### config.mk
export PLATFORM = sky130hd
export DESIGN_NAME = ids_dma_mc
export DESIGN_NICKNAME = d
export VERILOG_FILES = /design/src/rtl/ids_dma_mc.sv
export SDC_FILE = /design/constraint.sdc
export NUM_CORES = 1
export LEC_CHECK = 0
export ABC_AREA = 1
export CAP_MARGIN = 5
export CORE_AREA = 2 2 244 246
export CTS_CLUSTER_SIZE = 28
export DETAILED_ROUTE_END_ITERATION = 8
export DIE_AREA = 0 0 246 248
export PLACE_DENSITY = 0.5
export SLEW_MARGIN = 20
export SYNTH_ARGS = -nofsm -noshare
export SYNTH_HDL_FRONTEND = slang
export SYNTH_SLANG_ARGS = --single-unit
### constraint.sdc
create_clock -name i_clk -period 2 [get_ports i_clk]
set_clock_uncertainty 0.05 [all_clocks]
set_input_delay 0.3 -clock i_clk [delete_from_list [all_inputs] [get_ports i_clk]]
set_output_delay 0.3 -clock i_clk [all_outputs]
set_load 0.05 [all_outputs]
### src/rtl/ids_dma_mc.sv
// Multi-channel word-copy DMA sharing one bus master; round-robin, 4 cycles/word min.
// Grant low stalls RD/WR with strobes held off; start/abort are per-channel pulses.
module ids_dma_mc #(
  parameter int XLEN   = 32,
  parameter int NUM_CH = 2,
  parameter int LEN_W  = 13
) (
  input  logic                    i_clk,
  input  logic                    i_rst_n,
  input  logic [NUM_CH-1:0]       i_ch_start,
  input  logic [NUM_CH-1:0]       i_ch_abort,
  input  logic [NUM_CH*XLEN-1:0]  i_ch_src,
  input  logic [NUM_CH*XLEN-1:0]  i_ch_dst,
  input  logic [NUM_CH*LEN_W-1:0] i_ch_len,
  output logic [NUM_CH-1:0]       o_ch_busy,
  output logic [NUM_CH-1:0]       o_ch_done,
  output logic                    o_bus_req,
  input  logic                    i_bus_gnt,
  output logic [XLEN-1:0]         o_bus_addr,
  output logic                    o_bus_read,
  output logic                    o_bus_write,
  output logic [3:0]              o_bus_size,
  output logic [XLEN-1:0]         o_bus_wr_data,
  input  logic [XLEN-1:0]         i_bus_rd_data
);
  localparam int CH_W = (NUM_CH > 1) ? $clog2(NUM_CH) : 1;

  typedef enum logic [1:0] {IDLE, RD, CAP, WR} state_t;

  state_t            state, state_nxt;
  logic [XLEN-1:0]   src [NUM_CH];
  logic [XLEN-1:0]   dst [NUM_CH];
  logic [LEN_W-1:0]  remaining [NUM_CH];
  logic [NUM_CH-1:0] busy, done;
  logic [CH_W-1:0]   last, winner, pick, rr_ch;
  logic [CH_W:0]     rr_sum;
  logic              pick_vld;
  logic [XLEN-1:0]   data_q;
  logic              abort_pend;
  logic              wr_done;

  // Scan downwards so the nearest busy channel after 'last' is the one left in pick.
  always_comb begin
    pick     = '0;
    pick_vld = 1'b0;
    rr_sum   = '0;
    rr_ch    = '0;
    for (int i = NUM_CH; i >= 1; i--) begin
      rr_sum = {1'b0, last} + (CH_W+1)'(i);
      if (rr_sum >= (CH_W+1)'(NUM_CH)) rr_sum = rr_sum - (CH_W+1)'(NUM_CH);
      rr_ch = CH_W'(rr_sum);
      if (busy[rr_ch] && !i_ch_abort[rr_ch]) begin
        pick     = rr_ch;
        pick_vld = 1'b1;
      end
    end
  end

  always_comb begin
    state_nxt     = state;
    o_bus_req     = 1'b0;
    o_bus_addr    = '0;
    o_bus_read    = 1'b0;
    o_bus_write   = 1'b0;
    o_bus_size    = 4'h0;
    o_bus_wr_data = '0;
    wr_done       = 1'b0;
    case (state)
      IDLE: begin
        o_bus_req = |busy;
        if (pick_vld) state_nxt = RD;
      end
      RD: begin
        o_bus_req  = 1'b1;
        o_bus_addr = src[winner];
        o_bus_read = i_bus_gnt;
        if (i_bus_gnt) state_nxt = CAP;
      end
      CAP: begin
        o_bus_req = 1'b1;
        state_nxt = WR;
      end
      WR: begin
        o_bus_req     = 1'b1;
        o_bus_addr    = dst[winner];
        o_bus_wr_data = data_q;
        o_bus_size    = 4'hF;
        o_bus_write   = i_bus_gnt;
        if (i_bus_gnt) begin
          state_nxt = IDLE;
          wr_done   = 1'b1;
        end
      end
      default: state_nxt = IDLE;
    endcase
  end

  always_ff @(posedge i_clk or negedge i_rst_n) begin
    if (!i_rst_n) begin
      state      <= IDLE;
      last       <= CH_W'(NUM_CH-1);
      winner     <= '0;
      data_q     <= '0;
      abort_pend <= 1'b0;
      busy       <= '0;
      done       <= '0;
      for (int k = 0; k < NUM_CH; k++) begin
        src[k]       <= '0;
        dst[k]       <= '0;
        remaining[k] <= '0;
      end
    end else begin
      state <= state_nxt;
      done  <= '0;
      if (state == IDLE && pick_vld) begin
        winner     <= pick;
        abort_pend <= 1'b0;
      end else if (state != IDLE && i_ch_abort[winner]) begin
        abort_pend <= 1'b1;
      end
      if (state == CAP) data_q <= i_bus_rd_data;
      if (wr_done) last <= winner;
      for (int k = 0; k < NUM_CH; k++) begin
        if (!busy[k]) begin
          if (i_ch_start[k] && !i_ch_abort[k]) begin
            src[k]       <= i_ch_src[k*XLEN +: XLEN];
            dst[k]       <= i_ch_dst[k*XLEN +: XLEN];
            remaining[k] <= i_ch_len[k*LEN_W +: LEN_W];
            if (i_ch_len[k*LEN_W +: LEN_W] != '0) busy[k] <= 1'b1;
            else                                  done[k] <= 1'b1;
          end
        end else if (state != IDLE && CH_W'(k) == winner) begin
          // The winner's abort is deferred until its in-flight word is written.
          if (wr_done) begin
            src[k]       <= src[k] + XLEN'(4);
            dst[k]       <= dst[k] + XLEN'(4);
            remaining[k] <= remaining[k] - LEN_W'(1);
            if (abort_pend || i_ch_abort[k]) begin
              busy[k] <= 1'b0;
            end else if (remaining[k] == LEN_W'(1)) begin
              busy[k] <= 1'b0;
              done[k] <= 1'b1;
            end
          end
        end else if (i_ch_abort[k]) begin
          busy[k] <= 1'b0;
        end
      end
    end
  end

  assign o_ch_busy = busy;
  assign o_ch_done = done;

endmodule

# Yosys cells after proc, flatten, opt, wreduce, memory -nomap -nowiden
# Index checks and enable logic that the tools add are counted.
classes:
  add_sub_neg: 10
  n_lt_le_gt_ge: 6
  muxes: 90
  eq_ne: 12
  reduce_logical: 26
  bitwise_logic: 2
ops:
  columns: ["cell", "n"]
  rows:
  - ["32-bit two-way mux", 23]
  - ["32-bit by 3-bit adder with 32-bit output (second input constant)", 4]
  - ["13-bit two-way mux", 8]
  - ["32-bit case mux with 2 select lines", 1]
  - ["1-bit two-way mux", 52]
  - ["13-bit by 1-bit equality test with 1-bit output (second input constant)", 2]
  - ["13-bit nonzero test", 2]
  - ["13-bit by 1-bit subtractor with 13-bit output (second input constant)", 2]
  - ["3-bit AND reduction", 3]
  - ["1-bit logical AND", 8]
  - ["2-bit by 1-bit inequality test with 1-bit output (second input constant)", 4]
  - ["2-bit case mux with 4 select lines", 1]
  - ["2-bit nonzero test", 4]
  - ["2-bit >= comparator (second input constant)", 3]
  - ["1-bit by 2-bit less-than comparator with 1-bit output (second input constant)", 3]
  - ["2-bit two-way mux", 3]
  - ["2-bit inequality test (second input constant)", 3]
  - ["2-bit equality test (second input constant)", 2]
  - ["1-bit logical NOT", 4]
  - ["4-bit two-way mux", 1]
  - ["3-bit OR reduction", 1]
  - ["1-bit by 1-bit adder with 2-bit output (second input constant)", 1]
  - ["1-bit by 2-bit adder with 2-bit output (second input constant)", 1]
  - ["2-bit by 1-bit equality test with 1-bit output (second input constant)", 1]
  - ["other kinds (7)", 9]
totals:
  word_cells: 159
  register_bits: 195
  output_inout_bits: 75

# Depth between registers and ports, before layout
# Gate-level depths: netlist of run 1.
logic_depth:
  depth_word: 11
  depth_mapped: 13

# Worst setup path after synthesis of run 1
# OpenSTA, ideal clock, no wires.
synth_timing:
  path_type: "flip-flop to output port"
  startpoint: "reg state[0]"
  endpoint: "out o_bus_addr[12]"
  arrival_ns: 2.650
  stages_incl_launch_ff: 6
  setup_slack_ns: -1.000
  path_buffers: 2
  t_required_ns: 1.650
  path_cell_list: "dfrtp_1 > ha_1 > clkbuf_1 > clkbuf_1 > o21ai_0 > o21ai_0"
synth_between:
  elab_chain_len: 2
synth_lines:
  columns: ["element", "line_no", "rtl"]
  rows:
  - ["from (decl)", "30", "state_t state, state_nxt;"]
  - ["from (signal assigned)", "113", "state <= state_nxt;"]
  - ["2-bit equality test / 2-bit by 1-bit equality test with 1-bit output (equally long branches)", "68", "case (state)"]
  - ["32-bit case mux with 2 select lines (*)", "68", null]
  - ["to (decl)", "19", "output logic [XLEN-1:0] o_bus_addr,"]
# Mark *: on every way between the ends. The rest lies on a longest branch, timed or not.

# Worst setup path in the final report of run 1
layout_timing:
  startpoint: "reg state[1]"
  endpoint: "out o_bus_addr[12]"
# Same word-level chain as after synthesis.

==> metrics.txt, run 1 <==
TritonCTS clock tree yes; starting density of the core 24.68%; total area of sequential cells 4892 µm²; Final Instance Area 23730 µm²; asr flop ratio synth 100.0%; CTS Root Cell clkbuf_16; failing checks setup timing; crit share post-route 113.8%; Buf/Inv on CP 3; number of cells on the worst reg-to-reg path 13; Seq/Total Area, Yosys 33.83%; Pwr Density 1560 nW/µm²; I/O pin count 268; hold wc startpoint i_ch_src[1]; Startpoint Class register; most common library cell in the layout ignoring fill and taps nand2_1; Max Transition Viols Final 0; Syn-to-layout area delta 64.46%; Port Buffer Count 267; pin count of the biggest net entering global routing 84; maxcap violations 0; CTS max path bufs 2; area of the mapped netlist 14430 µm²; RePlAce Congestion 0.9199; cell mode on critical path buf_12; row count 89; VDD IR max 0.9044 mV; WP data required 1650 ps; worst-margin pin slew 559.0 ps; Leak 10.63 nW; fin worst setup slack -275.8 ps; hpwl dp 48430 µm; GRT Residual Overflow 0; DR vias 17340; Critical Path Start state[1]; fin nets 2972; TritonCTS Buffers 17; Clk pin slew, worst setup/hold paths 80 ps; Worst path slowest cell dfrtp_2; R2R Setup Slk -160 ps; max_slew headroom 62.70%; Post-Route WL 69330 µm; Core Box Area 58460 µm²; RSZ-0062 raised after global routing true; DR iter-0 viols 1413; Tot GR Track Use 20.67%; Yosys Warn Count 0; FF-to-FF End dst[10]; Crit path largest cell delay 450 ps; final antenna-violating net count 0; vias in the first global route 16110; Residual DRC 0; final hold viol count 0; Setup violations, final 189; most frequent cells in the layout 755 x nand2_1, 316 x nor2_1, 214 x inv_1; FF-to-FF Start state[1]; # H-tree levels 4; Hold Crit Endpoint src[33]; synth unique cells 40; Mapped Nets 2582; crit-path leading delay family buffers and inverters; DP Area 19810 µm²; Syn Inst Count 2377; Fillers 6045; Die Footprint 61010 µm²; worst endpoint data arrival time 1930 ps; first-pass GRT wire length 95350 µm; crit path max fanout 9; Mean Syn Cell Area 6.070 µm²; Cell Chain, Critical Path inv_2 -> ha_4 -> buf_12 -> nand3_1 -> o21ai_2 -> buf_12; Crit Path Class reg2out; Tmin final 2276 ps; fmax 439.4 MHz; DR vias/cell 4.878; crit end category output pin; Multi-input gate area 9906 µm²; CTS Sinks 195; Hold Crit Depth 3; top_reg_cell synth dfrtp_1; initial antenna violation count 1; layout cells sized above 1 26.19%; hold slack final 278.5 ps; WP depth 6; status complete, but fails checks; die height 248 µm; EDFF count, synth 0; TritonRoute pass-1 iters 6; total power 37.01 mW; Die Wd 246 µm; Min-Delay Path Class in2reg; Clk Latency, worst-skew pair 510 ps; #FFs+latches synth 195; WL per Instance 19.51 µm
layout make-up:
cell class              count  share of cell area, %
multi-input cells        1822                  41.75
repair buffers            470                  26.75
flip-flops and latches    195                  20.62
inverters                 259                  4.366
well taps                 773                  4.076
clock buffers              20                  1.882
clock inverters            12                 0.4166
repair inverters            2                 0.1371
diodes                      1                0.01055
sequential cells by signal, indices dropped and copies added (netlist names):
name and cells:
remaining 26, abort_pend 1, data_q 32, src 64
winner 1, dst 64, state 2, o_ch_done 2
o_ch_busy 2, last 1
worst max path at each step:
stage                     slack, ps              to
after floorplan                 -40  o_bus_addr[12]
after global placement         -120         src[51]
after detailed placement       -100         src[51]
after CTS                      -310   o_bus_addr[7]
after global routing           -360  o_bus_addr[24]
final                          -280  o_bus_addr[12]
Yosys cell counts, drive strengths merged, types with 3 or more instances:
library cell / n / area (µm²)
a21oi: 58 / 290.3
a22oi: 3 / 22.52
a31oi: 7 / 43.79
a32oi: 3 / 26.28
buf: 55 / 309.0
clkbuf: 46 / 172.7
dfrtp: 194 / 4855
ha: 12 / 150.1
inv: 259 / 972.2
mux2: 32 / 360.4
nand2: 863 / 3264
nand3: 170 / 868.3
nand3b: 4 / 30.03
nand4: 22 / 137.6
nor2: 385 / 1485
nor3: 12 / 60.06
nor4: 4 / 25.02
o211ai: 4 / 30.03
o21ai: 197 / 985.9
o22ai: 23 / 143.9
or2: 10 / 62.56
xor2: 7 / 61.31
power by group:
group          switching [mW]  internal [mW]  total [mW]  leakage, nW
clock network            1.86           1.65        3.51        0.256
logic                    14.4           10.5        24.9         8.06
registers                2.75           5.86        8.61         2.31
total                    19.0           18.0        37.0         10.6
what timing repair did:
action	CTS	global route
gates cloned	9	41
endpoints found under the hold margin	44	0
buffers inserted	12	29
endpoints found under the setup margin	72	215
pin swaps	11	93
resized for setup	151	483
hold buffers	1	0
kinds of logic after synthesis:
logic type               share of synthesized area [%]
AND/OR/NAND/NOR                                  41.16
buffers and inverters                            10.08
AO/OA/AOI/OAI                                    10.97
flip-flops                                       33.83
multiplexers                                     2.497
adder cells (fa/ha/maj)                          1.041
XOR/XNOR                                        0.4249
metal layers:
| layer | global-route usage, % | wire (µm) |
|---|---|---|
| met1 | 28.49 | 29890 |
| met2 | 32.65 | 32160 |
| met3 | 3.752 | 5014 |
| met4 | 6.471 | 2262 |
| met5 | 0 | 0 |
worst reg2reg max path, cell delays in order (launching register included):
cell,delay (ps)
dfrtp_2,420
ha_4,210
buf_12,150
buf_8,120
nand2_8,60
buf_6,120
nor2_4,110
nand2_4,80
nand2_8,150
buf_12,120
clkbuf_16,160
clkbuf_16,170
a21oi_2,60
a21oi_1,120
stage by stage:
step	utilization [%]	TNS (ps)	cells	setup WS, ps
global placement	33.89	-1107	3438	-118.2
detailed placement	33.89	-1311	3438	-97.62
global route	40.59	-38950	3554	-361.0
floorplan	-	-37.32	2377	-37.32
CTS	36.26	-16730	3492	-306.5
finish	40.59	-20530	3554	-275.8
No activity file was read; power rests on OpenSTA's default activity.
==> run 2, diff against run 1 <==
- GPL_TIMING_DRIVEN: not set -> 0
==> run 2 against run 1 <==
The flow still finishes with violations (setup timing). First-iteration DRC count grew 29%. Setup slack lost 50 ps. Utilization shrank 2.2 points. Sequential cell count is the same. Register-to-register slack gained 60 ps. Largest cell class unchanged. Largest power group unchanged.
==> metrics.txt, run 2 (synthesis gave the netlist of run 1 again) <==
status complete, but fails checks; failing checks setup timing; Die Footprint 61010 µm² (unchanged); worst endpoint data arrival time 1980 ps (+50 ps); Port Buffer Count 267 (unchanged); DP Worst Slack -1173 ps (-1076 ps); crit path max fanout 8 (-1); Final Instance Area 22420 µm² (-5.5%); starting density of the core 24.68% (unchanged); Leak 10.10 nW (-5.0%); TritonRoute pass-1 iters 6 (unchanged); Core Box Area 58460 µm² (unchanged); clock share of power 10.9% (+1.4 points); RSZ-0062 raised after global routing true; vias in the first global route 16760 (+4.0%); Fillers 6219 (+2.9%); Post-Route WL 75530 µm (+8.9%); total area of sequential cells 4886 µm² (-0.13%); maxcap violations 0 (unchanged); DR iter-0 viols 1816 (+29%); most frequent cells in the layout 782 x nand2_1, 316 x nor2_1, 246 x inv_1; Max Transition Viols Final 0 (unchanged); row count 89 (unchanged); final antenna-violating net count 0 (unchanged); Clk Latency, worst-skew pair 530 ps (+20 ps); most common library cell in the layout ignoring fill and taps nand2_1; switching power 19.01 mW (+0.12%); RePlAce Congestion 0.9520 (+3.5%); CTS max path bufs 2 (unchanged); pin count of the biggest net entering global routing 70 (-17%); DR vias 17510 (+1.0%); total power 35.19 mW (-4.9%); fin nets 2943 (-0.98%); final core occ 38.34% (-2.2 points); max_slew headroom 45.49% (-17 points); Sw Share 54.01% (+2.7 points); Syn-to-layout area delta 55.36%; sequential power share 24.6% (+1.3 points); worst-margin pin slew 817.6 ps (+258.6 ps); DR vias/cell 4.967 (+1.8%); first-pass GRT wire length 106800 µm (+12%); die height 248 µm (unchanged); Die Wd 246 µm (unchanged); internal power 16.18 mW (-10%); Startpoint Class register; CTS Root Cell clkbuf_16; final hold viol count 0 (unchanged); Tot GR Track Use 23.88% (+3.2 points); largest registers dst (64), src (64), data_q (32); # H-tree levels 4 (unchanged); Crit Path Class reg2out; TritonCTS clock tree yes; Tmin final 2326 ps (+49.87 ps); crit end category output pin; WL per Instance 21.42 µm (+9.8%); Min-Delay Path Class in2reg; GRT Residual Overflow 0 (unchanged); I/O pin count 268 (unchanged); Residual DRC 0 (unchanged); Clk pin slew, worst setup/hold paths 80 ps (about the same); TritonCTS Buffers 17 (unchanged); DP Area 18420 µm² (-7.0%); WP data required 1650 ps (about the same); fin worst setup slack -325.7 ps (-49.87 ps); crit share post-route 116.3% (+2.5 points); initial antenna violation count 2 (+1); VDD IR max 1.045 mV (+15%); hpwl dp 56470 µm (+17%); Multi-input gate area 9748 µm² (-1.6%); Logic pwr share 64.5% (-2.7 points); Pwr Density 1570 nW/µm² (+0.65%); fmax 430.0 MHz (-2.1%); Setup violations, final 152 (-20%); CTS Sinks 195 (unchanged); layout cells sized above 1 22.76% (-3.4 points)
-- run 2: timing repair --
| item | CTS | global route |
|---|---|---|
| endpoints found under the hold margin | 58 | 0 |
| cloned | 4 | 23 |
| setup buffers | 34 | 19 |
| pin swaps | 36 | 124 |
| gates resized for setup | 821 | 394 |
| setup endpoints to repair | 223 | 243 |
| hold buffers | 1 | 0 |
-- run 2: area by class of cell --
type | instances | area share [%]
Clock inverter | 15 | 0.7647
Buffer | 94 | 5.085
Timing Repair Buffer | 349 | 18.13
Multi-Input combinational cell | 1822 | 43.49
Tap cell | 773 | 4.315
Sequential cell | 195 | 21.80
Inverter | 259 | 4.504
Antenna cell | 2 | 0.02233
Clock buffer | 17 | 1.898
-- run 2: worst paths after layout --
| kind | start | to | slack, ps | cells after the start |
|---|---|---|---|---|
| min in group asynchronous | i_rst_n | remaining[6] | 270 | 2 |
| hold / removal | i_ch_dst[0] | dst[32] | 260 | 3 |
| hold reg to reg | remaining[11] | remaining[11] | 450 | 2 |
| setup / recovery | state[0] | o_bus_addr[4] | -330 | 6 |
| max in group asynchronous | i_rst_n | dst[34] | 830 | 3 |
| setup reg to reg | state[0] | dst[9] | -100 | 14 |
-- run 2: routing by layer --
layer | routed length [µm] | global-route usage (%) | vias to the layer above | part of all wire, %
met5 | 0 | 0 | - | 0
met3 | 5163 | 3.947 | 138 | 6.8
li1 | - | - | 8232 | -
met2 | 35190 | 38.90 | 714 | 47
met4 | 2976 | 10.11 | 0 | 3.9
met1 | 32200 | 31.22 | 8428 | 43
-- run 2: per-stage QoR --
stage	cells	setup TNS (ps)	hold slack [ps]
finish	3526	-20260	261.9
global route	3526	-35240	260.8
CTS	3489	-18200	234.4
detailed placement	3419	-85370	236.0
global placement	3417	-1792960	421.1
floorplan	2377	-37.32	-45.59
-- run 2: power groups by stage --
| stage | combinational, mW | clock, mW | sequential (mW) |
|---|---|---|---|
| floorplan | 11.6 | 0 | 7.32 |
| global placement | 17.4 | 0 | 8.31 |
| detailed placement | 17.6 | 0 | 8.36 |
| CTS | 20.2 | 3.89 | 8.40 |
| global route | 24.3 | 4.04 | 8.89 |
| finish | 22.7 | 3.82 | 8.67 |
-- run 2: worst max-delay path, stage by stage (launching register included) --
cell and delay [ps]:
dfrtp_1 430, ha_4 200, clkbuf_16 180, clkbuf_16 170, o21ai_4 60, o21ai_4 220, buf_6 200
